### src/rtl/tv_recorder.sv
`default_nettype none
// ============================================================================
// Module   : tv_recorder
// Function : Captures {a,b,y} test vectors into memory and replays them over valid/ready.
// Options  : TV_REC_DEDUP_EN drops a sample equal to the last stored vector.
// Revision : 1.0 - initial release
// ============================================================================
module tv_recorder #(
    parameter int WIDTH = 3,
    parameter int DEPTH = 31,
    parameter int PTR_W = 5
) (
    input  logic             clk_i,
    input  logic             reset_i,
    input  logic             start_i,
    input  logic             stop_i,
    input  logic             sample_en_i,
    input  logic [WIDTH-1:0] vec_in_i,
    input  logic             dump_req_i,
    output logic [WIDTH-1:0] vec_out_o,
    output logic             vec_valid_o,
    input  logic             vec_ready_i,
    output logic [PTR_W-1:0] vec_count_o,
    output logic             busy_o,
    output logic             full_o,
    output logic             done_o
);

    localparam logic [1:0] S_IDLE = 2'd0;
    localparam logic [1:0] S_REC  = 2'd1;
    localparam logic [1:0] S_DONE = 2'd2;
    localparam logic [1:0] S_DUMP = 2'd3;

    localparam logic [PTR_W-1:0] C_LAST = PTR_W'(DEPTH - 1);
    localparam logic [PTR_W-1:0] C_ONE  = PTR_W'(1);

    logic [1:0]       state_q, state_d;
    logic [PTR_W-1:0] count_q, count_d;
    logic [PTR_W-1:0] rd_ptr_q, rd_ptr_d;
    logic             full_q, full_d;
    logic             done_q, done_d;

    logic [WIDTH-1:0] mem [DEPTH];

    logic w_dup;
    logic w_store;
    logic w_accept;
    logic w_rd_last;

`ifdef TV_REC_DEDUP_EN
    assign w_dup = (count_q != '0) && (vec_in_i == mem[count_q - C_ONE]);
`else
    assign w_dup = 1'b0;
`endif

    assign w_store   = (state_q == S_REC) && sample_en_i && !w_dup;
    assign w_accept  = (state_q == S_DUMP) && vec_ready_i;
    assign w_rd_last = (rd_ptr_q == (count_q - C_ONE));

    always_ff @(posedge clk_i or posedge reset_i) begin
        if (reset_i) begin
            state_q <= S_IDLE;
        end else begin
            state_q <= state_d;
        end
    end

    always_comb begin
        state_d = state_q;
        case (state_q)
            S_IDLE: if (start_i) state_d = S_REC;
            S_REC: begin
                if (stop_i || (w_store && (count_q == C_LAST))) state_d = S_DONE;
            end
            S_DONE: begin
                if (dump_req_i) state_d = (count_q != '0) ? S_DUMP : S_IDLE;
            end
            S_DUMP: if (w_accept && w_rd_last) state_d = S_IDLE;
            default: state_d = S_IDLE;
        endcase
    end

    always_comb begin
        busy_o      = (state_q != S_IDLE);
        vec_valid_o = (state_q == S_DUMP);
        vec_out_o   = vec_valid_o ? mem[rd_ptr_q] : '0;
    end

    always_comb begin
        count_d  = count_q;
        full_d   = full_q;
        rd_ptr_d = rd_ptr_q;
        done_d   = 1'b0;
        if ((state_q == S_IDLE) && start_i) begin
            count_d = '0;
            full_d  = 1'b0;
        end
        if (w_store) begin
            count_d = count_q + C_ONE;
            if (count_q == C_LAST) full_d = 1'b1;
        end
        if ((state_q == S_DONE) && dump_req_i) begin
            rd_ptr_d = '0;
            done_d   = (count_q == '0);
        end
        if (w_accept) begin
            rd_ptr_d = rd_ptr_q + C_ONE;
            done_d   = w_rd_last;
        end
    end

    always_ff @(posedge clk_i or posedge reset_i) begin
        if (reset_i) begin
            count_q  <= '0;
            rd_ptr_q <= '0;
            full_q   <= 1'b0;
            done_q   <= 1'b0;
        end else begin
            count_q  <= count_d;
            rd_ptr_q <= rd_ptr_d;
            full_q   <= full_d;
            done_q   <= done_d;
        end
    end

    // Vector storage survives reset so a capture can still be inspected afterwards.
    always_ff @(posedge clk_i) begin
        if (w_store) mem[count_q] <= vec_in_i;
    end

    assign vec_count_o = count_q;
    assign full_o      = full_q;
    assign done_o      = done_q;

endmodule
`default_nettype wire

### config.mk
export PLATFORM = sky130hd
export DESIGN_NAME = tv_recorder
export DESIGN_NICKNAME = d
export VERILOG_FILES = /design/src/rtl/tv_recorder.sv
export SDC_FILE = /design/constraint.sdc
export NUM_CORES = 1
export LEC_CHECK = 0
export CORE_ASPECT_RATIO = 0.6
export CORE_MARGIN = 5
export CORE_UTILIZATION = 60
export DETAILED_ROUTE_END_ITERATION = 7
export PLACE_DENSITY = 0.79
export SLEW_MARGIN = 30
export SYNTH_ARGS = -nofsm -noshare
export SYNTH_HDL_FRONTEND = slang
export SYNTH_SLANG_ARGS = --single-unit
### constraint.sdc
create_clock -name clk_i -period 2.57 [get_ports clk_i]
set_clock_uncertainty 0.05 [all_clocks]
set_input_delay 0.514 -clock clk_i [delete_from_list [all_inputs] [get_ports clk_i]]
set_output_delay 0.514 -clock clk_i [all_outputs]
set_load 0.005 [all_outputs]
==> results of run 1 <==
area by class of cell:
type / count / area (um^2) / area share [%]
inverter: 6 / 22.52 / 0.4079
clock buffer: 11 / 232.7 / 4.215
clock inverter: 5 / 53.80 / 0.9744
timing repair buffer: 49 / 478.0 / 8.656
multi-input combinational: 189 / 1455 / 26.35
tap: 108 / 135.1 / 2.447
sequential: 107 / 3144 / 56.95
worst paths after layout:
kind	depth (start not counted)	slack, ns	start	end
min	2	0.49	reset_i	state_q[0]
max in group asynchronous	2	1.55	reset_i	rd_ptr_q[1]
min in group clk_i	2	0.52	full_o	full_o
max reg2reg	4	0.33	state_q[0]	mem[24][0]
min reg2reg	2	0.52	full_o	full_o
max	8	-0.20	rd_ptr_q[0]	vec_out_o[2]
power breakdown:
group	internal [uW]	switching (uW)	leakage, uW	total [uW]
Combinational	774	735	0.000745	1510
Clock	750	566	0.000133	1320
Sequential	1960	119	0.00102	2080
Total	3480	1420	0.00190	4900
sequential cells by signal, summed over array words and instances (netlist names):
name	flops
full_o	1
mem	93
rd_ptr_q	5
done_o	1
vec_count_o	5
state_q	2
metrics by stage:
| step | hold slack, ns | TNS (ns) | total power, uW | util, % |
|---|---|---|---|---|
| 2_1_floorplan | 0.3532 | 0 | 2932 | - |
| 3_3_place_gp | 0.4816 | -0.3386 | 3351 | 65.74 |
| 3_5_place_dp | 0.5086 | -0.5991 | 3392 | 65.74 |
| 4_1_cts | 0.4996 | -0.4575 | 4857 | 70.82 |
| 5_1_grt | 0.5461 | -0.8069 | 5124 | 71.18 |
| 6_report | 0.4888 | -0.5659 | 4902 | 71.18 |
what timing repair did:
action,4_1_cts,5_1_grt
pin swaps,8,3
endpoints found under the hold margin,0,0
resized for setup,29,2
cloned,0,0
setup buffers,8,1
endpoints found under the setup margin,3,3
cell usage in the layout (no fill, tap or decap), types with 4 or more instances in the layout:
cell,n
sky130_fd_sc_hd__nand2_1,20
sky130_fd_sc_hd__nor2b_1,9
sky130_fd_sc_hd__buf_6,4
sky130_fd_sc_hd__a31oi_1,6
sky130_fd_sc_hd__clkbuf_16,9
sky130_fd_sc_hd__buf_12,4
sky130_fd_sc_hd__nand3b_1,4
sky130_fd_sc_hd__nand3_1,6
sky130_fd_sc_hd__a22o_1,5
sky130_fd_sc_hd__inv_1,6
sky130_fd_sc_hd__mux4_2,17
sky130_fd_sc_hd__buf_4,19
sky130_fd_sc_hd__nor3_1,5
sky130_fd_sc_hd__mux2i_1,7
sky130_fd_sc_hd__dfrtp_1,13
sky130_fd_sc_hd__o21ai_0,16
sky130_fd_sc_hd__clkdlybuf4s50_1,18
sky130_fd_sc_hd__edfxtp_1,93
sky130_fd_sc_hd__ha_1,6
sky130_fd_sc_hd__nand4_1,5
sky130_fd_sc_hd__nor2_1,42
cells by family after synthesis:
family | Yosys count
buffers and inverters | 26
adder cells (fa/ha/maj) | 6
AND/OR/NAND/NOR | 106
AO/OA/AOI/OAI | 45
XOR/XNOR | 5
multiplexers | 27
flip-flops | 107
worst max-delay path: stages (launching register included):
cell and delay [ns]:
sky130_fd_sc_hd__dfrtp_1 0.43, sky130_fd_sc_hd__buf_12 0.16, sky130_fd_sc_hd__buf_12 0.10, sky130_fd_sc_hd__buf_12 0.09, sky130_fd_sc_hd__mux4_2 0.55, sky130_fd_sc_hd__nand3_2 0.09, sky130_fd_sc_hd__nand3_2 0.08, sky130_fd_sc_hd__a22o_1 0.23
sky130_fd_sc_hd__buf_2 0.13
metal layers:
metal  GRT usage, %  vias to the layer above  wire length (um)
met2          33.89                      166              4745
met5              0                        -                 0
met3          7.478                       12              1168
li1               -                     1303                 -
met4          6.236                        0               134
met1          33.46                     1424              4510
==> results.tsv, run 1 <==
stage	metric	value	unit
placement	dpl_cell_area	5100	um^2
worst_setup_path	worstSetupPathType	register to output port	
layout	final_cell_count_no_fill	475	
routing	drcViolationCount	0	
synth	synth_edf_count	93	
clock_network	clock_latency	0.34	ns
routing	postRouteAntennaNets	0	
power	power_density	887.7	nW/um^2
worst_setup_path	cp-end-kind	output port	
timing	tmin_final	2.768	ns
worst_setup_path	worst_ep_arrival_time	2.20	ns
synth	netlist_top_cells_count	sky130_fd_sc_hd__edfxtp_1, sky130_fd_sc_hd__nor2_1, sky130_fd_sc_hd__nand2_1, sky130_fd_sc_hd__o21ai_0, sky130_fd_sc_hd__mux4_2	
synth	synth_fp_nets	338	
floorplan	core_area	7757	um^2
synth	synth_mux_area_share	10.84	%
synth	synth_async_sr_flop_share	13.08	%
synth	synth_compound_gate_area_share	6.047	%
floorplan	top_level_ports	22	
clock_network	cts_htree_levels	3	
routing	vias_per_cell	6.116	
flow_run	drv.max_cap_violation_count	0	
synth	synth_seq_area_share	66.92	%
synth	synth_largest_area_cell	sky130_fd_sc_hd__edfxtp_1	
synth	ys.flop_type	sky130_fd_sc_hd__edfxtp_1	
synth	post_synth_fa_ha_maj_area_fraction	1.598	%
placement	post-place-cells	450	
routing	dr_total_vias	2905	
clock_network	clock_root_cell	sky130_fd_sc_hd__clkbuf_16	
run_status	failed_checks	negative setup slack	
layout	stdcell_area	5522	um^2
synth	cell_area_after_technology_mapping	4697	um^2
synth	yosysUniqueCellTypes	40	
power	vdd_drop_max	0.5785	mV
clock_network	post_cts_hold_buffer_count	0	
layout	drive_above_1_share	20.98	%
synth	synth.top_cell.area_share	59.46	%
layout	finalNetCount	378	
global_route	global_route.overflow_total	0	
synth	ys_warn_count	0	
synth	post_synth_inst_count	322	
layout	synthToLayoutAreaGrowth	17.55	%
layout	num_antenna_cells	0	
hold_path	type_of_the_worst_min_delay_path	primary input to async pin	
layout	num-fill-cells	516	
placement	detailedPlacementHpwl	6.888	mm
floorplan	die-width	124.2	um
clock_network	clock_path_buffers	2	
routing	detail_route.wl_per_cell	22.23	um
synth	synth_xor_xnor_area_share	0.9323	%
power	cellLeakagePower	0.001901	uW
floorplan	design.die.area	9756	um^2
floorplan	rows	25	
worst_setup_path	critPathLaunchType	register	
floorplan	start_util	60.55	%
worst_setup_path	timing.critical_path.fanout_max	6	
synth	post_synth_and_or_nand_nor_area_fraction	10.84	%
global_route	grt_pass1_vias	2827	
placement	placement.io_buffers	21	
timing	tightest_slew	0.6380	ns
timing	worst_slew_margin	57.47	%
placement	setup_slack_at_placement	-0.2454	ns
timing	final.setup.worst_slack	-0.1982	ns
clock_network	tritoncts	yes	
global_route	antenna_found_initial	0	
synth	register_bit_total_from_synthesis	107	
timing	final-setup-viol-count	3	
timing	grt_setup_unrepaired	yes	
timing	final_slew_viol_count	0	
synth	synth_area_per_cell	14.59	um^2
timing	fmax	361.2	MHz
synth	ys_top_cells_by_area	sky130_fd_sc_hd__edfxtp_1, sky130_fd_sc_hd__dfrtp_1, sky130_fd_sc_hd__mux4_2	
global_route	largest_net_degree_at_the_start_of_global_routing	32	
timing	layout_worst_path_cycle_share	107.7	%
floorplan	die_y_extent	78.54	um
clock_network	tritoncts.num_buffers	9	
worst_setup_path	required	2.01	ns
global_route	groute.usage.overall	23.05	%
clock_network	cts.clk_slew.worst_paths	0.07	ns
synth	yosysMostFrequentCell	sky130_fd_sc_hd__edfxtp_1	
routing	detailedRoute.firstPassIterationCount	5	
global_route	grt_first_pass_wirelength	16.53	mm
placement	gp_routability_congestion	0.8531	
routing	first_iteration_detailed_routing_drc_count	392	
timing	finalHoldViolCount	0	
run_status	outcome	finished, violations left	
routing	wirelength	10.56	mm
synth	synth_top_family_by_area	multiplexers	
clock_network	clock_sinks	107	
No activity file was read; power rests on OpenSTA's default activity.
==> inputs of run 2 (changes only) <==
ABC_CLOCK_PERIOD_IN_PS = 2570   (was not set)
REMOVE_ABC_BUFFERS = 1   (was not set)
==> run 2 against run 1 <==
Against the previous run: the run still ends with negative setup slack left; cell area increased by 0.36%; via count is 0.65% lower; sequential power barely moved; combinational power decreased by 5%; sequential share of layout area is 0.18 points lower; flip-flop and latch count unchanged; maximum frequency increased by 1.5%; total power fell by 0.26%; final cell count is 0.42% higher; non-clock buffer count increased by 2; largest cell class unchanged.
==> results.tsv, run 2 (synthesized netlist as in run 1, its figures left out) <==
stage	metric	value	unit
placement	detailedPlacementHpwl	6.895	mm
routing	detailedRoute.firstPassIterationCount	5	
floorplan	core_area	7757	um^2
worst_setup_path	cp-end-kind	output port	
worst_setup_path	critPathLaunchType	register	
timing	grt_setup_unrepaired	yes	
layout	final_core_area_utilization	71.44	%
clock_network	post_cts_hold_buffer_count	0	
clock_network	tritoncts	yes	
global_route	grt_first_pass_wirelength	16.19	mm
clock_network	clock_sinks	107	
layout	num-fill-cells	543	
power	power_density	882.3	nW/um^2
timing	layout_worst_path_cycle_share	106.1	%
layout	leading_cell_types_in_the_layout_fill_and_taps_excluded	sky130_fd_sc_hd__edfxtp_1, sky130_fd_sc_hd__nor2_1, sky130_fd_sc_hd__buf_4	
clock_network	cts_htree_levels	3	
timing	tightest_slew	0.6738	ns
timing	final_slew_viol_count	0	
global_route	grt_pass1_vias	2832	
power	clock_network_power_share	28.2	%
global_route	largest_net_degree_at_the_start_of_global_routing	32	
layout	layout.cells.most_common	sky130_fd_sc_hd__edfxtp_1	
power	sw_frac_of_total	28.74	%
global_route	antenna_found_initial	0	
floorplan	die-width	124.2	um
routing	dr_total_vias	2886	
worst_setup_path	r2r_cell_count	4	
layout	synthToLayoutAreaGrowth	17.98	%
routing	detail_route.wl_per_cell	21.20	um
clock_network	clock_latency	0.35	ns
timing	tmin_final	2.727	ns
power	vdd_drop_max	0.7005	mV
layout	num_antenna_cells	0	
power	sequentialPowerShare	42.4	%
routing	vias_per_cell	6.050	
power	netSwitchingPower	1405	uW
worst_setup_path	worst_ep_arrival_time	2.16	ns
routing	first_iteration_detailed_routing_drc_count	390	
clock_network	cts.clk_slew.worst_paths	0.07	ns
timing	worst_slew_margin	55.08	%
run_status	failed_checks	negative setup slack	
run_status	outcome	finished, violations left	
routing	drcViolationCount	0	
worst_setup_path	required	2.01	ns
layout	finalNetCount	380	
worst_setup_path	ff2ff_setup_slack	0.37	ns
floorplan	rows	25	
placement	placement.io_buffers	21	
global_route	groute.usage.overall	22.52	%
clock_network	clock_path_buffers	2	
timing	fmax	366.7	MHz
timing	final.setup.worst_slack	-0.1572	ns
clock_network	tritoncts.num_buffers	9	
floorplan	design.die.area	9756	um^2
floorplan	start_util	60.55	%
routing	wirelength	10.11	mm
timing	finalHoldViolCount	0	
floorplan	die_y_extent	78.54	um
flow_run	drv.max_cap_violation_count	0	
power	part_of_the_power_in_combinational_logic	29.4	%
worst_setup_path	slowest_delay	0.45	ns
routing	postRouteAntennaNets	0	
worst_setup_path	crit_path_cell_trace	buf_4, buf_6, nand2_1, o21ai_0, a2111oi_1, buf_4, a211oi_2, o21a_1, buf_2	
power	report.power.total	4889	uW
worst_setup_path	timing.critical_path.fanout_max	12	
power	p_int	3484	uW
floorplan	top_level_ports	22	
worst_setup_path	r2r_start	state_q[0]	
power	cellLeakagePower	0.001920	uW
layout	drive_above_1_share	23.58	%
worst_setup_path	path_common_cell	sky130_fd_sc_hd__buf_4	
layout	largest-register	mem	
timing	final-setup-viol-count	3	
worst_setup_path	critical_path.reg2reg.endpoint	mem[4][2]	
hold_path	type_of_the_worst_min_delay_path	primary input to async pin	
clock_network	clock_root_cell	sky130_fd_sc_hd__clkbuf_16	
worst_setup_path	worstSetupPathType	register to output port	
placement	gp_routability_congestion	0.8482	
layout	largest_reg_flops	93	
global_route	global_route.overflow_total	0	
worst_setup_path	critical_path_top_delay_cell	sky130_fd_sc_hd__dfrtp_2	
==> run 2: cell count changes in the layout (fill, tap and decap cells not counted), sizes merged <==
cell / before / now
buf: 31 / 33
clkinv: 2 / 3
clkinvlp: 2 / 0
inv: 6 / 7
==> run 2: final cells by class <==
class	instances	area [um^2]	share of cell area [%]
Inverter	6	22.52	0.4064
Clock inverter	5	61.31	1.106
Multi-Input combinational cell	189	1475	26.62
Timing Repair Buffer	51	459.2	8.286
Clock buffer	11	242.7	4.380
Tap cell	108	135.1	2.438
Sequential cell	107	3146	56.76
==> run 2: worst max path at each step <==
stage                 from      endpoint  slack (ns)
2_1_floorplan  rd_ptr_q[0]  vec_out_o[2]       -0.22
3_3_place_gp   rd_ptr_q[1]  vec_out_o[0]       -0.16
3_5_place_dp   rd_ptr_q[1]  vec_out_o[0]       -0.21
4_1_cts        rd_ptr_q[1]  vec_out_o[1]       -0.15
5_1_grt        rd_ptr_q[0]  vec_out_o[0]       -0.28
6_report       rd_ptr_q[1]  vec_out_o[0]       -0.16
==> run 2: per-stage QoR <==
step                      hold WS (ns)  setup TNS, ns  cell area [um^2]  std cells  setup WS, ns
after CTS                       0.4981        -0.4127              5504        477       -0.1545
after global placement          0.4805        -0.3808              5125        455       -0.1593
after floorplan                 0.3532        -0.6083              4587        302       -0.2173
after detailed placement        0.4881        -0.5467              5125        455       -0.2054
final                           0.4932        -0.3934              5542        477       -0.1572
after global routing            0.5164        -0.6470              5542        477       -0.2832
==> run 2: critical path: cells and delay by family (launching register included) <==
family / cells / cell delay, ns
buffers and inverters: 4 / 0.58
DFF: 1 / 0.45
and+or+nand+nor: 1 / 0.05
AOI/OAI and AO/OA: 4 / 0.72
==> run 2: layer usage <==
layer	share of wire, %	vias up	GRT usage (%)	routed length (um)
met1	46	1429	34.01	4681
li1	-	1308	-	-
met4	1.4	0	6.127	142
met2	44	134	32.22	4452
met3	8.3	15	6.458	836
met5	0	-	0	0
==> run 2: power by group through the flow <==
| stage | sequential, uW | clock (uW) | combinational (uW) |
|---|---|---|---|
| 6_report | 2070 | 1380 | 1440 |
| 5_1_grt | 2080 | 1490 | 1560 |
| 4_1_cts | 2070 | 1390 | 1380 |
| 3_5_place_dp | 2100 | 0 | 1270 |
| 3_3_place_gp | 2100 | 0 | 1240 |
| 2_1_floorplan | 2180 | 0 | 669 |
==> run 2: repair_timing <==
item                                    in CTS  in global routing
resized for setup                           29                 12
buffers inserted                             6                  1
cloned                                       0                  0
endpoints found under the setup margin       3                  3
pin swaps                                    7                  9
